**config.mk**
```make
export PLATFORM = sky130hd
export DESIGN_NAME = ac_control_unit_flat
export DESIGN_NICKNAME = d
export VERILOG_FILES = /design/src/rtl/ac_control_unit_if.sv /design/src/rtl/ac_control_unit.sv /design/src/flat_wrapper.sv
export SDC_FILE = /design/constraint.sdc
export NUM_CORES = 1
export LEC_CHECK = 0
export CAP_MARGIN = 5
export CORE_ASPECT_RATIO = 0.7
export CORE_MARGIN = 10
export CORE_UTILIZATION = 45
export CTS_CLUSTER_DIAMETER = 120
export DETAILED_ROUTE_END_ITERATION = 6
export GPL_TIMING_DRIVEN = 0
export PLACE_DENSITY = 0.77
export SLEW_MARGIN = 10
export SYNTH_ARGS = -nofsm -noshare
export SYNTH_HDL_FRONTEND = slang
export SYNTH_SLANG_ARGS = --single-unit
```
**constraint.sdc**
```tcl
create_clock -name clk_i -period 2.3 [get_ports clk_i]
set_input_delay 0.69 -clock clk_i [delete_from_list [all_inputs] [get_ports clk_i]]
set_output_delay 0.69 -clock clk_i [all_outputs]
set_load 0.02 [all_outputs]
```
**src/rtl/ac_control_unit_if.sv**
```systemverilog
// rtl/ac_control_unit_if.sv - memory handshake and ALU operand/result bundle for ac_control_unit
//
// Purpose: groups the memory transfer handshake and the ALU connection of the
// accumulator sequencer. Signal suffixes are from the sequencer's point of view.
//
// master (sequencer): drives mem_req_o/mem_we_o/mem_addr_o/mem_wdata_o and
//                     alu_x_o/alu_y_o/alu_op_o; receives mem_rdata_i/mem_ack_i
//                     and alu_r_i/alu_flags_i.
// slave  (memory + ALU side): the mirror image.
//   mem_req_o    transfer request, held until an edge with mem_ack_i=1
//   mem_we_o     1 = write, 0 = read
//   mem_addr_o   transfer address
//   mem_wdata_o  write data (accumulator)
//   mem_rdata_i  read data, sampled on the req&ack edge
//   mem_ack_i    transfer complete
//   alu_x_o      x operand (accumulator)
//   alu_y_o      y operand (MDR)
//   alu_op_o     000 ADD, 001 SUB, 010 pass-y
//   alu_r_i      ALU result
//   alu_flags_i  [0]=Z, [1]=C

interface ac_control_unit_if;
  logic       mem_req_o;
  logic       mem_we_o;
  logic [7:0] mem_addr_o;
  logic [7:0] mem_wdata_o;
  logic [7:0] mem_rdata_i;
  logic       mem_ack_i;
  logic [7:0] alu_x_o;
  logic [7:0] alu_y_o;
  logic [2:0] alu_op_o;
  logic [7:0] alu_r_i;
  logic [1:0] alu_flags_i;

  modport master (
    output mem_req_o, mem_we_o, mem_addr_o, mem_wdata_o,
    output alu_x_o, alu_y_o, alu_op_o,
    input  mem_rdata_i, mem_ack_i, alu_r_i, alu_flags_i
  );

  modport slave (
    input  mem_req_o, mem_we_o, mem_addr_o, mem_wdata_o,
    input  alu_x_o, alu_y_o, alu_op_o,
    output mem_rdata_i, mem_ack_i, alu_r_i, alu_flags_i
  );
endinterface

```
**src/rtl/ac_control_unit.sv**
```systemverilog
// rtl/ac_control_unit.sv - instruction sequencer of the 8-bit accumulator computer
//
// Purpose: fetches and executes instructions over a req/ack memory handshake,
// holding PC, IR, MAR, MDR, accumulator and flags; drives the ALU that sits
// downstream and writes its result/flags back.
//
// Ports:
//   clk_i      clock, all state changes on the rising edge
//   rst_n_i    asynchronous active-low reset
//   bus        ac_control_unit_if.master (memory handshake + ALU operands/result)
//   pc_o       program counter
//   acc_o      accumulator
//   flags_o    registered flags, [0]=Z, [1]=C
//   halted_o   high once a HLT has been executed, until reset

module ac_control_unit #(
  parameter logic [7:0] RESET_PC = 8'h00
) (
  input  logic                   clk_i,
  input  logic                   rst_n_i,
  ac_control_unit_if.master      bus,
  output logic [7:0]             pc_o,
  output logic [7:0]             acc_o,
  output logic [1:0]             flags_o,
  output logic                   halted_o
);

  typedef enum logic [2:0] {
    S_START,
    S_FETCH_OP,
    S_DECODE,
    S_FETCH_ADDR,
    S_READ,
    S_WB,
    S_WRITE,
    S_HALT
  } state_t;

  localparam logic [3:0] OP_LDA = 4'h1;
  localparam logic [3:0] OP_STA = 4'h2;
  localparam logic [3:0] OP_ADD = 4'h3;
  localparam logic [3:0] OP_SUB = 4'h4;
  localparam logic [3:0] OP_JMP = 4'h5;
  localparam logic [3:0] OP_JZ  = 4'h6;
  localparam logic [3:0] OP_JC  = 4'h7;
  localparam logic [3:0] OP_HLT = 4'hF;

  localparam logic [2:0] ALU_ADD  = 3'b000;
  localparam logic [2:0] ALU_SUB  = 3'b001;
  localparam logic [2:0] ALU_PASS = 3'b010;

  state_t     state;
  logic [7:0] pc;
  logic [3:0] ir;     // only the opcode nibble matters; the low nibble is ignored
  logic [7:0] mar;
  logic [7:0] mdr;
  logic [7:0] acc;
  logic [1:0] flags;
  logic       halted;

  // Bus controls are pure decodes of the state register, so they are stable for
  // the whole transfer and fall immediately when the async reset clears state.
  assign bus.mem_req_o   = (state == S_FETCH_OP) || (state == S_FETCH_ADDR) ||
                           (state == S_READ)     || (state == S_WRITE);
  assign bus.mem_we_o    = (state == S_WRITE);
  assign bus.mem_addr_o  = ((state == S_READ) || (state == S_WRITE)) ? mar : pc;
  assign bus.mem_wdata_o = acc;

  assign bus.alu_x_o  = acc;
  assign bus.alu_y_o  = mdr;
  assign bus.alu_op_o = (state != S_WB) ? ALU_PASS :
                        (ir == OP_ADD)  ? ALU_ADD  :
                        (ir == OP_SUB)  ? ALU_SUB  : ALU_PASS;

  assign pc_o     = pc;
  assign acc_o    = acc;
  assign flags_o  = flags;
  assign halted_o = halted;

  always_ff @(posedge clk_i or negedge rst_n_i) begin
    if (!rst_n_i) begin
      state  <= S_START;
      pc     <= RESET_PC;
      ir     <= 4'h0;
      mar    <= 8'h00;
      mdr    <= 8'h00;
      acc    <= 8'h00;
      flags  <= 2'b00;
      halted <= 1'b0;
    end else begin
      case (state)
        S_START: state <= S_FETCH_OP;

        S_FETCH_OP: begin
          if (bus.mem_ack_i) begin
            ir    <= bus.mem_rdata_i[7:4];
            pc    <= pc + 8'd1;
            state <= S_DECODE;
          end
        end

        S_DECODE: begin
          case (ir)
            OP_HLT: begin
              state  <= S_HALT;
              halted <= 1'b1;
            end
            OP_LDA, OP_STA, OP_ADD, OP_SUB,
            OP_JMP, OP_JZ, OP_JC: state <= S_FETCH_ADDR;
            default: state <= S_FETCH_OP;
          endcase
        end

        S_FETCH_ADDR: begin
          if (bus.mem_ack_i) begin
            // Defaults cover the not-taken jump; later assignments override.
            mar   <= bus.mem_rdata_i;
            pc    <= pc + 8'd1;
            state <= S_FETCH_OP;
            case (ir)
              OP_JMP: pc <= bus.mem_rdata_i;
              OP_JZ:  if (flags[0]) pc <= bus.mem_rdata_i;
              OP_JC:  if (flags[1]) pc <= bus.mem_rdata_i;
              OP_STA: state <= S_WRITE;
              OP_LDA, OP_ADD, OP_SUB: state <= S_READ;
              default: ;
            endcase
          end
        end

        S_READ: begin
          if (bus.mem_ack_i) begin
            mdr   <= bus.mem_rdata_i;
            state <= S_WB;
          end
        end

        S_WB: begin
          acc <= bus.alu_r_i;
          // A load only updates Z; the carry from an earlier ADD/SUB survives it.
          if ((ir == OP_ADD) || (ir == OP_SUB)) flags <= bus.alu_flags_i;
          else flags[0] <= bus.alu_flags_i[0];
          state <= S_FETCH_OP;
        end

        S_WRITE: begin
          if (bus.mem_ack_i) state <= S_FETCH_OP;
        end

        S_HALT: state <= S_HALT;

        default: state <= S_START;
      endcase
    end
  end

endmodule

```
**src/flat_wrapper.sv**
```systemverilog
// flat-port wrapper written by rule: the top's interface ports become plain ports
module ac_control_unit_flat 
#(
  parameter logic [7:0] RESET_PC = 8'h00
)
  (clk_i, rst_n_i, pc_o, acc_o, flags_o, halted_o, bus_mem_req_o, bus_mem_we_o, bus_mem_addr_o, bus_mem_wdata_o, bus_alu_x_o, bus_alu_y_o, bus_alu_op_o, bus_mem_rdata_i, bus_mem_ack_i, bus_alu_r_i, bus_alu_flags_i);
  ac_control_unit_if bus_i ();
  input  logic clk_i;
  input  logic rst_n_i;
  output logic [7:0] pc_o;
  output logic [7:0] acc_o;
  output logic [1:0] flags_o;
  output logic halted_o;
  output wire logic [$bits(bus_i.mem_req_o)-1:0] bus_mem_req_o;
  output wire logic [$bits(bus_i.mem_we_o)-1:0] bus_mem_we_o;
  output wire logic [$bits(bus_i.mem_addr_o)-1:0] bus_mem_addr_o;
  output wire logic [$bits(bus_i.mem_wdata_o)-1:0] bus_mem_wdata_o;
  output wire logic [$bits(bus_i.alu_x_o)-1:0] bus_alu_x_o;
  output wire logic [$bits(bus_i.alu_y_o)-1:0] bus_alu_y_o;
  output wire logic [$bits(bus_i.alu_op_o)-1:0] bus_alu_op_o;
  input wire logic [$bits(bus_i.mem_rdata_i)-1:0] bus_mem_rdata_i;
  input wire logic [$bits(bus_i.mem_ack_i)-1:0] bus_mem_ack_i;
  input wire logic [$bits(bus_i.alu_r_i)-1:0] bus_alu_r_i;
  input wire logic [$bits(bus_i.alu_flags_i)-1:0] bus_alu_flags_i;
  assign bus_mem_req_o = bus_i.mem_req_o;
  assign bus_mem_we_o = bus_i.mem_we_o;
  assign bus_mem_addr_o = bus_i.mem_addr_o;
  assign bus_mem_wdata_o = bus_i.mem_wdata_o;
  assign bus_alu_x_o = bus_i.alu_x_o;
  assign bus_alu_y_o = bus_i.alu_y_o;
  assign bus_alu_op_o = bus_i.alu_op_o;
  assign bus_i.mem_rdata_i = bus_mem_rdata_i;
  assign bus_i.mem_ack_i = bus_mem_ack_i;
  assign bus_i.alu_r_i = bus_alu_r_i;
  assign bus_i.alu_flags_i = bus_alu_flags_i;
  ac_control_unit #(.RESET_PC(RESET_PC)) u_core (.clk_i(clk_i), .rst_n_i(rst_n_i), .bus(bus_i), .pc_o(pc_o), .acc_o(acc_o), .flags_o(flags_o), .halted_o(halted_o));
endmodule
```
# Word-level counts from Yosys, hierarchy flattened
# Index checks and enable logic that the tools add are counted.
# word_totals
reg_bits,42
inputBits,21
output_inout_bits,56
wordCells,64
# classes
n_addsub,1
eq_ne,20
n_mux,17
reduce_logical,17
# ops
op,n
$mux 8,5
$pmux 8 s3,1
$pmux 3 s7,1
$mux 3,6
$eq 4x3->1 const B,4
$pmux 8 s2,1
$eq 3x3->1 const B,4
$pmux 3 s2,2
$reduce_and 2->1,5
$add 8x1->8 const B,1
$eq 4x2->1 const B,2
$reduce_or 7->1,1
$eq 3x2->1 const B,2
$ne 2x2->1 const B,3
$logic_or 1x1->1,5
$eq 4x1->1 const B,1
$eq 4x4->1 const B,1
$reduce_and 4->1,1
$eq 3x1->1 const B,1
$logic_not 3->1,1
$ne 3x3->1 const B,1
$reduce_and 3->1,1
$reduce_or 3->1,1
$mux 2,1
other kinds (3),3

# Logic depth before layout (Yosys ltp)
# logic_depth
depth_word,5
mapped_depth,6
ltp_nobuf,5

# Worst setup path before layout
# Ideal clock, no wire load.
# synth_timing
path_type,flip-flop to output port
startpoint,register u_core.state[1]
endpoint,output bus_alu_op_o[0]
arrival_ns,1.578
required_time_ns,1.610
slack_ns,0.032
path_stages_with_launch,6
n_path_buf,2
cell_sequence,dfrtp_1 -> buf_2 -> inv_2 -> nand3_1 -> buf_2 -> nor4bb_1
# synth_via
elab_chain_len,2
# synth_lines
item,line,text
start: declaration,ac_control_unit.sv:52,state_t state;
start signal: assignment,ac_control_unit.sv:82,state <= S_START;
start signal: assignment,ac_control_unit.sv:92,S_START: state <= S_FETCH_OP;
start signal: assignment,ac_control_unit.sv:98,state <= S_DECODE;
$ne 3x3->1,ac_control_unit.sv:71,assign bus.alu_op_o = (state != S_WB) ? ALU_PASS :
$mux 3,ac_control_unit.sv:71,
end: declaration,flat_wrapper.sv:20,output wire logic [$bits(bus_i.alu_op_o)-1:0] bus_alu_op_o;
# Every way passes these cells.

# Worst setup path in the final report
# layout_timing
startpoint,register u_core.state[0]
endpoint,output bus_mem_addr_o[4]
# layout_via
elab_chain_len,3
word_cells_on_any_way,4
cone_classes,eq/ne (2); mux (1); reduce/logical (1)
# layout_lines
item,line,text
$eq 3x3->1,ac_control_unit.sv:66,assign bus.mem_addr_o = ((state == S_READ) || (state == S_WRITE)) ? mar : pc;
$logic_or 1x1->1 (*),ac_control_unit.sv:66,
$mux 8 (*),ac_control_unit.sv:66,
end: declaration,flat_wrapper.sv:16,output wire logic [$bits(bus_i.mem_addr_o)-1:0] bus_mem_addr_o;
# Mark *: on every way between the ends. The rest lies on a longest branch, timed or not.

==> results_dict.tcl <==
set metrics [dict create \
    avgViaCountPerCell 5.14 \
    vias 1852 \
    setup-tns-final_ps 0 \
    min_period_ps 2250 \
    cap_violations 0 \
    final_max_slew_viol_count 0 \
    finalNonFillerCells 360 \
    synth_area_per_cell_um2 11.4 \
    status "complete, no violations" \
    n_antenna_cell 0 \
    clk_path_buf_depth 2 \
    power_mw 5.21 \
    finalSetupViolCount 0 \
    start_kind "register" \
    synthAdderAreaFrac_pct 0.556 \
    end_kind "primary output" \
    yosys-top-cells-count "dfrtp_1, mux2_2, buf_4, nand2_1, nor2_1" \
    yosysWarnings 0 \
    synth.most_common_cell "dfrtp_1" \
    dr.pass1.iters 4 \
    cts-root-buf "clkbuf_8" \
    wl_per_cell_um 17.3 \
    crit_path_start "u_core.state[0]$_DFFE_PN0P_" \
    cp_slowest_stage_delay_ps 350 \
    setup_ws_ps 49.9 \
    cts.clk_slew.worst_paths_ps 80 \
    dp_cells 343 \
    cts_tree "built" \
    floorplan.initialDensity_pct 46.8 \
    hpwl_um 4610 \
    cp.buffers_inverters 2 \
    syn_to_final_growth_pct 48.4 \
    netlist.area_leader.share_pct 46.7 \
    synth-seq-cells 42 \
    peakVddDrop_v 0.000665 \
    yosys-top-cells-area "dfrtp_1, mux2_2, buf_4" \
    r2r-start "u_core.state[1]$_DFFE_PN0P_" \
    placement.setup.worst_slack_ps -349 \
    synth_xor_area_share_pct 0.779 \
    critPathKind "register to primary output" \
    numCtsBuffers 5 \
    crit_cells 4 \
    nets 312 \
    synth_edf_count 0 \
    worst-r2r-cell-count 4 \
    h-tree-depth 2 \
    core_um2 4810 \
    met1_usage_pct 19.2 \
    worst_pin_slew_ps 522 \
    gp_congestion 0.836 \
    synthesis.instances 198 \
    synth_area_um2 2250 \
    drc 0 \
    ctsHoldBuffers 0 \
    cp_top_family "buffers and inverters" \
    drtAntennaViolNets 0 \
    io_buffers 75 \
    clock.fmax_mhz 444 \
    maxSlewHeadroom_pct 65.1 \
    grt_overflow 0 \
    antenna_found_initial 0 \
    die_w_um 105 \
    fin_crit_sh_pct 97.8 \
    worstPathArrival_ps 1560 \
    synth_top_cell_by_area "dfrtp_1" \
    ys_seq_area_share_pct 46.7 \
    met2_usage_pct 22.3 \
    synth_compound_area_share_pct 8.51 \
    ys_async_sr_fraction_pct 100 \
    synthMuxAreaShare_pct 20.3 \
    synth-simple-area-share_pct 13.3 \
    drt_iter0_markers 102 \
    synth_top_family_by_area "multiplexers" \
    drive_gt1_share_pct 34.4 \
    grt_pass1_vias 1867 \
    cts_sinks 42 \
    ys_types 48 \
    synth_ff_type "dfrtp_1" \
    rsz0062_at_grt "yes" \
    fp.dieH_um 79.2 \
    power_density_nw_per_um2 1560 \
    busiest_layer "met2" \
    rows 21 \
    slowest_stage "mux2_2" \
    cp_max_fo 6 \
    power_leakage_nw 1.47 \
    synth_nets 220 \
    final-hold-violation-count 0 \
    use_met3_pct 5.32 \
    clk_latency_ps 300 \
    grt_start_max_net_pins 31 \
    fin_worst_skew_ps 5.39 \
    grt_use_total_pct 14.6 \
    drt-total-wl_um 6210 \
    grt_pass1_wl_um 9870 \
    crit_chain "buf_6 -> nand2b_4 -> mux2_2 -> clkdlybuf4s15_1" \
    die_area_um2 8270 \
    required_ps 1610 \
    hold_class "input port to async pin" \
    io_pins 77 \
]
cell type report:
type	count	area (um^2)
plain buffers	28	234
clock buffers	7	76.3
clock inverters	1	30.0
fillers	387	1470
inverters	5	23.8
multi-input cells	122	1020
flip-flops and latches	42	1050
well taps	69	86.3
repair buffers	86	820
routing by layer:
metal  routed length (um)  share of wire, %
met5                    0                 0
met3                  347               5.6
met1                 2760                44
met2                 3070                49
met4                   41              0.66
worst reg2reg max path, stage by stage, from the launching register on:
cell	delay [ps]
dfrtp_1	410
buf_6	150
buf_4	160
nor3_4	480
mux2_2	400
where the power goes:
group / internal (mW) / total (mW) / switching (mW)
registers: 1.11 / 1.43 / 0.323
logic: 1.68 / 3.20 / 1.52
clock network: 0.325 / 0.579 / 0.254
final timing paths:
kind / endpoint / slack, ps
setup / recovery: bus_mem_addr_o[4] / 50
hold reg to reg: u_core.halted_o$_DFFE_PN0P_ / 480
setup reg to reg: u_core.bus.alu_y_o[4]$_DFFE_PN0P_ / 590
min in group clk_i: u_core.halted_o$_DFFE_PN0P_ / 480
max in group asynchronous: u_core.ir[0]$_DFFE_PN0P_ / 1550
hold / removal: u_core.acc_o[7]$_DFFE_PN0P_ / 280
placed cells by master, fill, tap and decap left out, types with 2 or more instances in the layout:
cell type / count
and3b_1: 2
o211ai_1: 2
dfrtp_1: 41
a21oi_1: 7
xor2_1: 2
buf_2: 8
clkdlybuf4s50_1: 62
nor2_1: 8
nand4_1: 3
buf_12: 3
nand3_1: 4
clkbuf_1: 5
nor4bb_1: 2
and3_1: 2
mux2i_1: 4
a2bb2oi_1: 3
nand3b_1: 2
a31oi_1: 2
a21oi_2: 2
mux2_2: 36
clkdlybuf4s15_1: 2
inv_1: 4
clkbuf_8: 5
o21ai_0: 4
buf_6: 7
nand2_1: 13
buf_4: 28
flip-flops by register name (all words and copies together), names as in the netlist:
register,count
u_core.halted_o,1
u_core.flags_o,2
u_core.bus.alu_y_o,8
u_core.acc_o,8
u_core.ir,4
u_core.mar,8
u_core.pc_o,8
u_core.state,3
through the flow:
stage               area (um^2)  hold slack, ps  util (%)
floorplan                  2250             394         -
global placement           3090             453      64.2
detailed placement         3100             461      64.5
CTS                        3220             284      66.9
global route               3340             276      69.4
finish                     3340             280      69.4
cell families (layout without fill, tap and decap cells):
kind of cell,Yosys count,after routing
other,1,1
multiplexers,41,41
AND/OR/NAND/NOR,49,49
XOR/XNOR,2,2
flip-flops,42,42
buffers and inverters,34,127
adder cells (fa/ha/maj),1,1
AO/OA/AOI/OAI,28,28
timing repair:
action	CTS	global route
resized for setup	53	16
endpoints found under the hold margin	0	0
pin swaps	1	5
endpoints found under the setup margin	11	12
setup buffers	1	9
Note: power is estimated with default switching activity, not from simulation.
==> variant (config.mk and constraints unchanged) <==
Make the reset (`rst_n_i`) synchronous in one clocked block. Comments in the files are not updated.
--- a/src/rtl/ac_control_unit.sv
+++ b/src/rtl/ac_control_unit.sv
@@ -77,7 +77,7 @@
   assign flags_o  = flags;
   assign halted_o = halted;
 
-  always_ff @(posedge clk_i or negedge rst_n_i) begin
+  always_ff @(posedge clk_i) begin
     if (!rst_n_i) begin
       state  <= S_START;
       pc     <= RESET_PC;
Function: differs if rst_n_i is asserted again (counterexample within 4 cycles, from zero or initial values and one cycle with rst_n_i low); with rst_n_i held inactive, the same outputs for 10 cycles.
==> variant against the original RTL <==
- non-clock buffer count is 4 lower
- maximum frequency is 0.41% higher
- sequential cell count stayed put
- utilization is 3.3 points lower
- highest routed layer unchanged
- wire length is 17% higher
- cell area is 5.2% lower
- sequential share of layout area is 4.6 points lower
- critical endpoint is now bus_alu_op_o[1]
- worst setup slack better by 0.0092 ns
- area after synthesis is 1.4% lower
Power is left out: it rests on default switching activity, and per cell area and clock period it moved more than threefold.
==> variant: results (changes against the original RTL) <==
critical_path:
  critPathSlowestCell: "or3b_4"
  path_max_fanout: 9  # +3
  max_stage_delay_ns: 0.41  # +0.06 ns
  r2r_start: "u_core.ir[3]"
  cp_top_family: "simple AND/OR/NAND/NOR gates"
  startpoint: "u_core.ir[0]"
sta:
  finClkSkew_ns: 0.00461  # -0.000783 ns
  slew_headroom_pct: 61.6  # -3.5 points
final_layout:
  num-nets-final: 393  # +26%
  multiInputGateArea_sq_mm: 0.00115  # +13%
  largest_class: "multi-input combinational cells"
  regArea_sq_um: 852  # -19%
  signal_buffers: 110  # -3.5%
  clock_buffers: 5  # -2
  nonClkBufAreaFrac_pct: 29.1  # -2.5 points
  drive_gt1_share_pct: 15.3  # -19 points
  clkCellAreaFrac_pct: 4.35  # +1.2 points
  multi_input_comb_cells: 207  # +70%
  fillerInstances: 423  # +9.3%
  seq_share_pct: 26.9  # -4.6 points
placed_design:
  place_congestion: 0.834  # -0.23%
  portBuffers: 74  # -1.3%
  place_inst: 435  # +27%
  dp_hpwl_mm: 5.40  # +17%
  dpl_worst_slack_ns: -0.323  # +0.0257 ns
  placed_area_sq_mm: 0.00305  # -1.8%
global_route:
  grt_pass1_vias: 2235  # +20%
  grt_pass1_wl_mm: 11.6  # +18%
  grt_max_degree: 15  # -52%
  grt_use_total_pct: 17.0  # +2.4 points
detailed_routing:
  vias: 2345  # +27%
  via_per_inst: 5.32  # +3.4%
  drt_iter0_markers: 232  # +130%
  first_pass_iters: 5  # +1
  routed_wl_mm: 7.24  # +17%
yosys:
  synth_flop_cell: "dfxtp_1"
  async_flop_share_pct: 0  # -100 points
  yosys-top-cells-area: "dfxtp_1, nand2_1, buf_4, a21oi_1, mux2i_1"
  ys_top_cells_by_count: "nand2_1, dfxtp_1, a21oi_1"
  ys_seq_elements: 42  # unchanged
  syn_nets: 314  # +43%
  syn_avg_cell_area_sq_um: 7.60  # -33%
  synth-seq-area-share_pct: 37.9  # -8.8 points
min_path:
  hold_class: "reg -> reg"
status:
  outcome: "finished clean"
clock_network:
  post_cts_buffers: 0  # -1
  cts.repair.resized: 52  # -1.9%
variant: logic make-up (layout without fill, tap and decap cells):
logic type               count (synthesis)  after routing  share of synthesized area (%)
adder cells (fa/ha/maj)                  1              1                          0.564
buffers and inverters                   43            123                           10.8
AO/OA/AOI/OAI                           60             60                           16.9
flip-flops                              42             42                           37.9
AND/OR/NAND/NOR                        135            135                           29.2
multiplexers                            10             10                           4.51
other                                    1              1                          0.169
variant: layer usage:
metal | part of all wire [%] | up-vias | global-route usage (%)
met1 | 46 | 1089 | 23.4
met4 | 0.73 | 0 | 3.46
met3 | 8.4 | 7 | 5.89
li1 | - | 1144 | -
met5 | 0 | - | 0
met2 | 45 | 105 | 25.1
variant: worst paths after layout:
path	endpoint	slack (ns)	cells past startpoint
setup / recovery	bus_alu_op_o[1]	0.06	3
hold / removal	u_core.mar[2]	0.46	2
setup reg to reg	u_core.state[1]	0.60	5
hold reg to reg	u_core.mar[2]	0.46	2
